==> config.mk <==
export PLATFORM = sky130hd
export DESIGN_NAME = mc_ctrl
export DESIGN_NICKNAME = d
export VERILOG_FILES = /design/src/rtl/mc_ctrl_pkg.sv /design/src/rtl/mc_ctrl_decode.sv /design/src/rtl/mc_ctrl.sv
export SDC_FILE = /design/constraint.sdc
export NUM_CORES = 1
export LEC_CHECK = 0
export BUFFER_PORTS_ARGS = -buffer_cell sky130_fd_sc_hd__buf_2
export CAP_MARGIN = 10
export CELL_PAD_IN_SITES_DETAIL_PLACEMENT = 0
export CELL_PAD_IN_SITES_GLOBAL_PLACEMENT = 2
export CORE_ASPECT_RATIO = 0.5
export CORE_MARGIN = 4
export CORE_UTILIZATION = 22
export CTS_CLUSTER_SIZE = 10
export DETAILED_ROUTE_END_ITERATION = 16
export PLACE_DENSITY_LB_ADDON = 0.1
export SLEW_MARGIN = 20
export SYNTH_ARGS = -nofsm -noshare
export SYNTH_HDL_FRONTEND = slang
export SYNTH_HIERARCHICAL = 1
export SYNTH_SLANG_ARGS = --single-unit
==> constraint.sdc <==
create_clock -name clk -period 1.95 [get_ports clk]
set_input_delay 0.195 -clock clk [delete_from_list [all_inputs] [get_ports clk]]
set_output_delay 0.195 -clock clk [all_outputs]
set_load 0.005 [all_outputs]
==> src/rtl/mc_ctrl_pkg.sv <==
// Shared encodings for the multi-cycle control sequencer.
// Latency: n/a (constants, types and one pure helper function only).
// Backpressure: n/a.
//
// Holds the FSM state codes, the supported opcodes and the encodings
// driven onto the datapath mux selects (alu_op, alu_src_b, pc_src).
// The state codes are visible on the debug port, so their values are fixed.
package mc_ctrl_pkg;

    // Sequencer states. Codes 12..15 are unused and recover to FETCH.
    typedef enum logic [3:0] {
        S_FETCH    = 4'd0,
        S_DECODE   = 4'd1,
        S_MEM_ADDR = 4'd2,
        S_MEM_RD   = 4'd3,
        S_MEM_WB   = 4'd4,
        S_MEM_WR   = 4'd5,
        S_EXEC     = 4'd6,
        S_R_WB     = 4'd7,
        S_BRANCH   = 4'd8,
        S_JUMP     = 4'd9,
        S_ADDI_EX  = 4'd10,
        S_ADDI_WB  = 4'd11
    } state_e;

    // Opcodes taken from IR[31:26].
    localparam logic [5:0] OP_RTYPE = 6'h00;
    localparam logic [5:0] OP_J     = 6'h02;
    localparam logic [5:0] OP_BEQ   = 6'h04;
    localparam logic [5:0] OP_ADDI  = 6'h08;
    localparam logic [5:0] OP_LW    = 6'h23;
    localparam logic [5:0] OP_SW    = 6'h2B;

    // ALU operation select.
    localparam logic [1:0] ALU_ADD   = 2'd0;
    localparam logic [1:0] ALU_SUB   = 2'd1;
    localparam logic [1:0] ALU_FUNCT = 2'd2;

    // ALU B-operand select.
    localparam logic [1:0] SRCB_B       = 2'd0;
    localparam logic [1:0] SRCB_FOUR    = 2'd1;
    localparam logic [1:0] SRCB_IMM     = 2'd2;
    localparam logic [1:0] SRCB_IMM_SH2 = 2'd3;

    // PC source select.
    localparam logic [1:0] PC_ALU    = 2'd0;
    localparam logic [1:0] PC_ALUOUT = 2'd1;
    localparam logic [1:0] PC_JUMP   = 2'd2;

    // True for every opcode the sequencer knows how to execute.
    function automatic logic op_is_legal(input logic [5:0] op);
        logic legal;
        case (op)
            OP_RTYPE, OP_J, OP_BEQ, OP_ADDI, OP_LW, OP_SW: legal = 1'b1;
            default:                                       legal = 1'b0;
        endcase
        return legal;
    endfunction

endpackage

==> src/rtl/mc_ctrl_decode.sv <==
// Combinational control decoder: maps the sequencer state to datapath controls.
// Latency: zero cycles (pure combinational from state_i, zero_i, mem_ready_i).
// Backpressure: with MC_CTRL_WAIT_EN, CE strobes of memory states wait for mem_ready_i.
//
// Ports:
//   state_i      current sequencer state code
//   zero_i       ALU zero flag; only used to qualify the branch PC update
//   mem_ready_i  memory handshake (present only when MC_CTRL_WAIT_EN is defined)
//   *_o          control outputs, same meaning as the identically named
//                mc_ctrl ports; reset gating is applied by the parent.
//
// Every select and enable defaults to 0, so each state only lists what it
// drives. Unused state codes fall through to the all-zero default.
module mc_ctrl_decode (
    input  logic [3:0] state_i,
    input  logic       zero_i,
`ifdef MC_CTRL_WAIT_EN
    input  logic       mem_ready_i,
`endif
    output logic       pc_ce_o,
    output logic       ir_ce_o,
    output logic       mdr_ce_o,
    output logic       reg_we_o,
    output logic       mem_rd_o,
    output logic       mem_wr_o,
    output logic       iord_o,
    output logic       alu_src_a_o,
    output logic [1:0] alu_src_b_o,
    output logic [1:0] alu_op_o,
    output logic [1:0] pc_src_o,
    output logic       reg_dst_o,
    output logic       mem_to_reg_o
);
    import mc_ctrl_pkg::*;

    // Memory completion qualifier. Without the wait feature every memory
    // access completes in its first cycle.
    logic mem_done;
`ifdef MC_CTRL_WAIT_EN
    assign mem_done = mem_ready_i;
`else
    assign mem_done = 1'b1;
`endif

    always_comb begin
        pc_ce_o      = 1'b0;
        ir_ce_o      = 1'b0;
        mdr_ce_o     = 1'b0;
        reg_we_o     = 1'b0;
        mem_rd_o     = 1'b0;
        mem_wr_o     = 1'b0;
        iord_o       = 1'b0;
        alu_src_a_o  = 1'b0;
        alu_src_b_o  = SRCB_B;
        alu_op_o     = ALU_ADD;
        pc_src_o     = PC_ALU;
        reg_dst_o    = 1'b0;
        mem_to_reg_o = 1'b0;

        case (state_i)
            S_FETCH: begin
                // Instruction read from PC; PC+4 computed and written back
                // in the same cycle, but only once the read has completed.
                mem_rd_o    = 1'b1;
                iord_o      = 1'b0;
                ir_ce_o     = mem_done;
                pc_ce_o     = mem_done;
                alu_src_a_o = 1'b0;
                alu_src_b_o = SRCB_FOUR;
                alu_op_o    = ALU_ADD;
                pc_src_o    = PC_ALU;
            end
            S_DECODE: begin
                // Speculatively compute the branch target into ALUOut.
                alu_src_a_o = 1'b0;
                alu_src_b_o = SRCB_IMM_SH2;
                alu_op_o    = ALU_ADD;
            end
            S_MEM_ADDR: begin
                alu_src_a_o = 1'b1;
                alu_src_b_o = SRCB_IMM;
                alu_op_o    = ALU_ADD;
            end
            S_MEM_RD: begin
                mem_rd_o = 1'b1;
                iord_o   = 1'b1;
                mdr_ce_o = mem_done;
            end
            S_MEM_WB: begin
                reg_we_o     = 1'b1;
                reg_dst_o    = 1'b0;
                mem_to_reg_o = 1'b1;
            end
            S_MEM_WR: begin
                mem_wr_o = 1'b1;
                iord_o   = 1'b1;
            end
            S_EXEC: begin
                alu_src_a_o = 1'b1;
                alu_src_b_o = SRCB_B;
                alu_op_o    = ALU_FUNCT;
            end
            S_R_WB: begin
                reg_we_o     = 1'b1;
                reg_dst_o    = 1'b1;
                mem_to_reg_o = 1'b0;
            end
            S_BRANCH: begin
                // Compare A-B; the PC takes the precomputed target from
                // ALUOut only when the operands were equal.
                alu_src_a_o = 1'b1;
                alu_src_b_o = SRCB_B;
                alu_op_o    = ALU_SUB;
                pc_src_o    = PC_ALUOUT;
                pc_ce_o     = zero_i;
            end
            S_JUMP: begin
                pc_src_o = PC_JUMP;
                pc_ce_o  = 1'b1;
            end
            S_ADDI_EX: begin
                alu_src_a_o = 1'b1;
                alu_src_b_o = SRCB_IMM;
                alu_op_o    = ALU_ADD;
            end
            S_ADDI_WB: begin
                reg_we_o     = 1'b1;
                reg_dst_o    = 1'b0;
                mem_to_reg_o = 1'b0;
            end
            default: begin
                // Unused codes: everything stays at its inactive default.
            end
        endcase
    end

endmodule

==> src/rtl/mc_ctrl.sv <==
// Multi-cycle fetch/decode/execute sequencer; sole source of datapath CE/write strobes.
// Latency: outputs are combinational from the state register (pc_ce in BRANCH also from zero).
// Backpressure: with MC_CTRL_WAIT_EN, FETCH/MEM_RD/MEM_WR hold until mem_ready is high.
//
// Ports:
//   clk, rst            clock (rising edge) and synchronous active-high reset
//   opcode              IR[31:26], looked at in DECODE only
//   zero                ALU zero flag, used in BRANCH only
//   mem_ready           memory handshake, present only with MC_CTRL_WAIT_EN
//   pc_ce/ir_ce/mdr_ce  clock enables of the PC, IR and MDR registers
//   reg_we              register-file write enable
//   mem_rd/mem_wr       memory strobes; iord selects the address (0 PC, 1 ALUOut)
//   alu_src_a/alu_src_b/alu_op/pc_src/reg_dst/mem_to_reg   datapath selects
//   state               current state code for debug
//   illegal             one-cycle pulse in DECODE when the opcode is unknown
//
// Optional feature macro: MC_CTRL_WAIT_EN (memory wait states via mem_ready).
module mc_ctrl (
    input  logic       clk,
    input  logic       rst,
    input  logic [5:0] opcode,
    input  logic       zero,
`ifdef MC_CTRL_WAIT_EN
    input  logic       mem_ready,
`endif
    output logic       pc_ce,
    output logic       ir_ce,
    output logic       mdr_ce,
    output logic       reg_we,
    output logic       mem_rd,
    output logic       mem_wr,
    output logic       iord,
    output logic       alu_src_a,
    output logic [1:0] alu_src_b,
    output logic [1:0] alu_op,
    output logic [1:0] pc_src,
    output logic       reg_dst,
    output logic       mem_to_reg,
    output logic [3:0] state,
    output logic       illegal
);
    import mc_ctrl_pkg::*;

    state_e state_q, state_d;

    // Load/store distinction captured in DECODE, so MEM_ADDR can branch to
    // MEM_RD or MEM_WR even though opcode may have changed by then.
    logic is_load_q, is_load_d;

    // Memory completion qualifier for the states that touch memory.
    logic mem_done;
`ifdef MC_CTRL_WAIT_EN
    assign mem_done = mem_ready;
`else
    assign mem_done = 1'b1;
`endif

    // Raw decoder outputs before reset gating.
    logic       dec_pc_ce;
    logic       dec_ir_ce;
    logic       dec_mdr_ce;
    logic       dec_reg_we;
    logic       dec_mem_rd;
    logic       dec_mem_wr;
    logic       dec_iord;
    logic       dec_alu_src_a;
    logic [1:0] dec_alu_src_b;
    logic [1:0] dec_alu_op;
    logic [1:0] dec_pc_src;
    logic       dec_reg_dst;
    logic       dec_mem_to_reg;

    // ---------------------------------------------------------------
    // State register
    // ---------------------------------------------------------------
    always_ff @(posedge clk) begin
        if (rst) begin
            state_q   <= S_FETCH;
            is_load_q <= 1'b0;
        end else begin
            state_q   <= state_d;
            is_load_q <= is_load_d;
        end
    end

    // ---------------------------------------------------------------
    // Next-state logic
    // ---------------------------------------------------------------
    always_comb begin
        state_d   = state_q;
        is_load_d = is_load_q;

        case (state_q)
            S_FETCH: begin
                if (mem_done) begin
                    state_d = S_DECODE;
                end
            end
            S_DECODE: begin
                is_load_d = (opcode == OP_LW);
                case (opcode)
                    OP_LW, OP_SW: state_d = S_MEM_ADDR;
                    OP_RTYPE:     state_d = S_EXEC;
                    OP_BEQ:       state_d = S_BRANCH;
                    OP_J:         state_d = S_JUMP;
                    OP_ADDI:      state_d = S_ADDI_EX;
                    default:      state_d = S_FETCH;
                endcase
            end
            S_MEM_ADDR: state_d = is_load_q ? S_MEM_RD : S_MEM_WR;
            S_MEM_RD: begin
                if (mem_done) begin
                    state_d = S_MEM_WB;
                end
            end
            S_MEM_WB:  state_d = S_FETCH;
            S_MEM_WR: begin
                if (mem_done) begin
                    state_d = S_FETCH;
                end
            end
            S_EXEC:    state_d = S_R_WB;
            S_R_WB:    state_d = S_FETCH;
            S_BRANCH:  state_d = S_FETCH;
            S_JUMP:    state_d = S_FETCH;
            S_ADDI_EX: state_d = S_ADDI_WB;
            S_ADDI_WB: state_d = S_FETCH;
            default:   state_d = S_FETCH;
        endcase
    end

    // ---------------------------------------------------------------
    // Output logic: state decoder plus reset gating
    // ---------------------------------------------------------------
    mc_ctrl_decode u_decode (
        .state_i      (state_q),
        .zero_i       (zero),
`ifdef MC_CTRL_WAIT_EN
        .mem_ready_i  (mem_ready),
`endif
        .pc_ce_o      (dec_pc_ce),
        .ir_ce_o      (dec_ir_ce),
        .mdr_ce_o     (dec_mdr_ce),
        .reg_we_o     (dec_reg_we),
        .mem_rd_o     (dec_mem_rd),
        .mem_wr_o     (dec_mem_wr),
        .iord_o       (dec_iord),
        .alu_src_a_o  (dec_alu_src_a),
        .alu_src_b_o  (dec_alu_src_b),
        .alu_op_o     (dec_alu_op),
        .pc_src_o     (dec_pc_src),
        .reg_dst_o    (dec_reg_dst),
        .mem_to_reg_o (dec_mem_to_reg)
    );

    always_comb begin
        // Enables and strobes are killed combinationally by rst so that a
        // reset landing mid-instruction cannot complete a write in that cycle.
        pc_ce      = dec_pc_ce  & ~rst;
        ir_ce      = dec_ir_ce  & ~rst;
        mdr_ce     = dec_mdr_ce & ~rst;
        reg_we     = dec_reg_we & ~rst;
        mem_rd     = dec_mem_rd & ~rst;
        mem_wr     = dec_mem_wr & ~rst;
        illegal    = ~rst & (state_q == S_DECODE) & ~op_is_legal(opcode);

        // Selects are harmless without an enable and pass straight through.
        iord       = dec_iord;
        alu_src_a  = dec_alu_src_a;
        alu_src_b  = dec_alu_src_b;
        alu_op     = dec_alu_op;
        pc_src     = dec_pc_src;
        reg_dst    = dec_reg_dst;
        mem_to_reg = dec_mem_to_reg;
        state      = state_q;
    end

endmodule

Word level (Yosys, flattened, before mapping)
Cells that the tools add are included.
Widths: inputs -> output; s select.
- reductions and logical operators: 10
- muxes and demuxes: 17
- bitwise operators: 10
- equal/unequal tests: 16
- operator list (operator ; count):
    $pmux 4 s6 ; 1
    $pmux 4 s5 ; 1
    $eq 4x3->1 const B ; 4
    $eq 4x4->1 const B ; 4
    $eq 6x6->1 const B ; 2
    $mux 1 ; 10
    $reduce_or 2->1 ; 5
    $and 1x1->1 ; 8
    $eq 4x2->1 const B ; 2
    $pmux 2 s2 ; 2
    $eq 6x2->1 const B ; 1
    $eq 6x3->1 const B ; 1
    $eq 6x4->1 const B ; 1
    $logic_not 6->1 ; 1
    $pmux 2 s3 ; 1
    $reduce_or 6->1 ; 1
    $eq 4x1->1 const B ; 1
    $logic_not 4->1 ; 1
    $reduce_or 4->1 ; 1
    $mux 3 ; 1
    $reduce_or 3->1 ; 1
    $not 1->1 ; 2
    $pmux 1 s2 ; 1
- logic and storage cells: 55
- flip-flop bits (word level): 5
- output and inout port bits: 21

Depth between registers and ports, before layout
- depth after elaboration: 5
- depth in mapped cells: 5
- mapped depth without buffers: 4

Hierarchy
Netlist, hierarchy kept.
- by module, submodules not included (module ; sequential area each (um^2) ; cells an instance ; times used ; area an instance (um^2)):
    mc_ctrl ; 100.1 ; 54 ; 1 ; 406.6
    mc_ctrl_decode ; 0.0 ; 30 ; 1 ; 192.7

Worst setup path after synthesis
Ideal clock, no wire load.
- kind: flip-flop to output port
- start: register state_q[2], in the netlist state[2]
- end: output port illegal
- data arrival time: 1.321 ns
- path buffers: 1
- required time: 1.755 ns
- stages on the path, launching flop included: 5
- slack: 0.434 ns
- path through: dfxtp_1 > buf_6 > or4b_4 > nor2_1 > o211a_1
- longest elaborated chain between the ends: 3
- RTL lines (element ; line ; RTL):
    start: declaration ; mc_ctrl.sv:44 ; state_e state_q, state_d;
    start signal: assignment ; mc_ctrl.sv:81 ; state_q <= state_d;
    $eq 4x1->1 ; mc_ctrl.sv:165 ; illegal = ~rst & (state_q == S_DECODE) & ~op_is_legal(opcode);
    $and 1x1->1 (2 in a row) ; mc_ctrl.sv:165 ;
    end: declaration ; mc_ctrl.sv:40 ; output logic illegal
Every way passes these cells.

Final worst setup path
- start: register state_q[3], in the netlist state[3]
- end: output port illegal
The elaborated chain is that of the path after synthesis.

==> results.yml <==
pwr:
  power.density_nw_per_um2: 474
  p_leak_uw: 0.000377
  p_total_uw: 385
  ir_drop_uv: 170
synthesis:
  synthCells: 84
  synth.avg_cell_area_um2: 7.13
  syn-num-nets: 93
  ys_seq_elements: 5
  netlist_top_cells_area: "dfxtp_1, nor2b_1, nor2_1"
  ys_warn_count: 6
  synth_cell_type_count: 38
  synth_area_leader_cell: "dfxtp_1"
  syn-cell-area_um2: 599
  yosysTopAreaCellShare_pct: 16.7
  synth-seq-area-share_pct: 16.7
grt:
  grt-ovfl-total: 0
  grt_pass1_vias: 607
  grt_antenna_before_repair: 0
  grt_pass1_wl_um: 2780
  grt_max_degree: 22
  grtUsageTotal_pct: 9.73
setup_path:
  end_kind: "output port"
  critPathSlowestCell: "or4b_4"
  path_depth: 4
  r2r_cells: 5
  regToRegSetupSlack_ps: 470
  cp-endpoint: "illegal"
  crit_path_max_incr_delay_ps: 580
  cp_max_fo: 10
  critPathLaunch: "state[3]"
  startpoint_type: "flip-flop"
  worstPathArrival_ps: 1610
  worstSetupPathType: "flip-flop to output port"
  crit_family: "simple AND/OR/NAND/NOR gates"
  cp_cell_sequence: "or4b_4, nor2_1, o211a_1, buf_2"
  required_ps: 1750
  crit_buf_inv: 1
  reg2reg_to: "state[2]"
  r2r-start: "state[2]"
place:
  dp_hpwl_um: 1350
  dp.cells: 146
  dp_slack_ps: 312
  place.gp.congestion: 0.827
  io_buffer_count: 29
floorplan:
  core-area_um2: 2600
  initial_core_util_pct: 23.0
  die_h_um: 44.9
  boundaryPins: 30
  die_w_um: 81.8
  rows: 13
  die_area_um2: 3670
cts:
  cts-root-buf: "clkbuf_8"
  cts_setup_buffers: 0
  cts-buffers-inserted: 3
  clk-insertion-delay-late_ps: 220
  clk_pin_slew_ps: 40
  cts_tree: "yes"
  cts_htree_levels: 1
  cts_max_path_buffers: 2
  clock_sinks: 5
routing:
  dr.first_iter.drc_count: 43
  first_pass_iters: 4
  route.detailed.drc: 0
  vias: 690
  detail-route-antenna-nets: 0
  wirelength_um: 1850
  wl_per_cell_um: 12.3
  vias_per_cell: 4.60
sta:
  min_period_over_period_pct: 92.4
  finalCriticalPeriod_ps: 1800
  worst_slew_margin_rel_pct: 67.0
  setup_ws_ps: 148
  worst_hold_slack_ps: 311
  worst_pin_slew_ps: 483
  clock.fmax_mhz: 555
  drv_slew: 0
  hold_viol_final: 0
  setup_violations: 0
  finalClockSkew_ps: 1.36
  tns_ps: 0
  rsz0062_at_grt: "no"
final_layout:
  diodes: 0
  drive_above_1_share_pct: 37.2
  syn2layout_area_growth_pct: 35.5
  final_cells: 150
  nets: 123
run_status:
  status: "complete, no violations"
min_path:
  hp-start: "rst"
  hold_path.class: "input pin to flip-flop"
run:
  drv_cap: 0
==> routing by layer <==
layer	vias to the layer above	wire length [µm]	track usage [%]
met4	0	19	5.63
met2	22	793	14.4
li1	355	-	-
met3	2	87	1.99
met1	311	951	13.2
met5	-	0	0
==> layout by cell type (no fill, tap or decap), types with 2 or more instances in the layout <==
master    synthesis  layout
o21ai_0           2       2
nor3_2            2       2
nor3b_1           3       3
nor3_1            7       7
nor2_1           11      11
clkbuf_8          0       3
nor2b_1           7       7
dfxtp_2           0       2
o21a_1            2       2
nand2b_1          3       3
buf_4             1       3
dfxtp_1           5       3
nand2_1           6       6
buf_2             3      29
inv_1             3       3
xor2_1            2       2
a211oi_1          2       2
maj3_1            2       2
==> sequential cells by signal, indices dropped and copies added, names as in the netlist <==
name and cells:
state 4, is_load_q 1
==> cell type report <==
type	count	area, µm²
clock buffer	4	45.0
fill	301	1790
inverter	3	11.3
multi-input combinational	69	439
sequential	5	103
tap	37	46.3
timing repair buffer	32	168
==> logic make-up (layout without fill, tap and decap cells) <==
kind of cell | Yosys count | in the layout | share of synthesized area (%)
buffers and inverters | 10 | 39 | 10.0
AOI/OAI and AO/OA | 18 | 18 | 22.8
adders and majority gates | 2 | 2 | 3.34
DFF | 5 | 5 | 16.7
and+or+nand+nor | 46 | 46 | 42.8
xor gates and xnor gates | 3 | 3 | 4.38
==> timing repair <==
| action | CTS | global route |
|---|---|---|
| hold buffers | 0 | 0 |
| setup endpoints to repair | 0 | 1 |
| gates resized for setup | 0 | 2 |
==> worst min path at each step <==
stage	to	slack [ps]	cells past startpoint
2_1_floorplan	state[3]	380	2
3_3_place_gp	is_load_q	540	2
3_5_place_dp	is_load_q	550	2
4_1_cts	is_load_q	320	2
5_1_grt	is_load_q	320	2
6_report	is_load_q	310	2
==> stage by stage <==
stage               utilization (%)  area, µm²
floorplan                         -        599
global placement               29.4        764
detailed placement             29.4        764
CTS                            31.1        810
global route                   31.2        812
finish                         31.2        812
==> synth_stat cells, drive strengths merged <==
cell type,n
a21oi,2
a22oi,1
a31oi,1
inv,3
and3,1
nor3,9
xor2,2
a2111oi,2
o21a,2
clkbuf,1
o211a,1
nor2,11
o21ai,3
o22ai,1
xnor2,1
maj3,2
a211oi,2
buf,6
and2,1
or2,1
a21boi,1
dfxtp,5
o2111ai,1
nor2b,7
o31ai,1
or4b,1
nand2b,3
nor3b,3
nor4,1
nand2,6
nand3,1
or3b,1
==> where the power goes <==
| group | internal, µW | switching (µW) | leakage (µW) |
|---|---|---|---|
| clock | 140 | 48.9 | 0.0000228 |
| combinational | 42.0 | 41.3 | 0.000313 |
| sequential | 106 | 6.50 | 0.0000413 |
| total | 288 | 96.7 | 0.000377 |
Note: power is estimated with default switching activity, not from simulation.
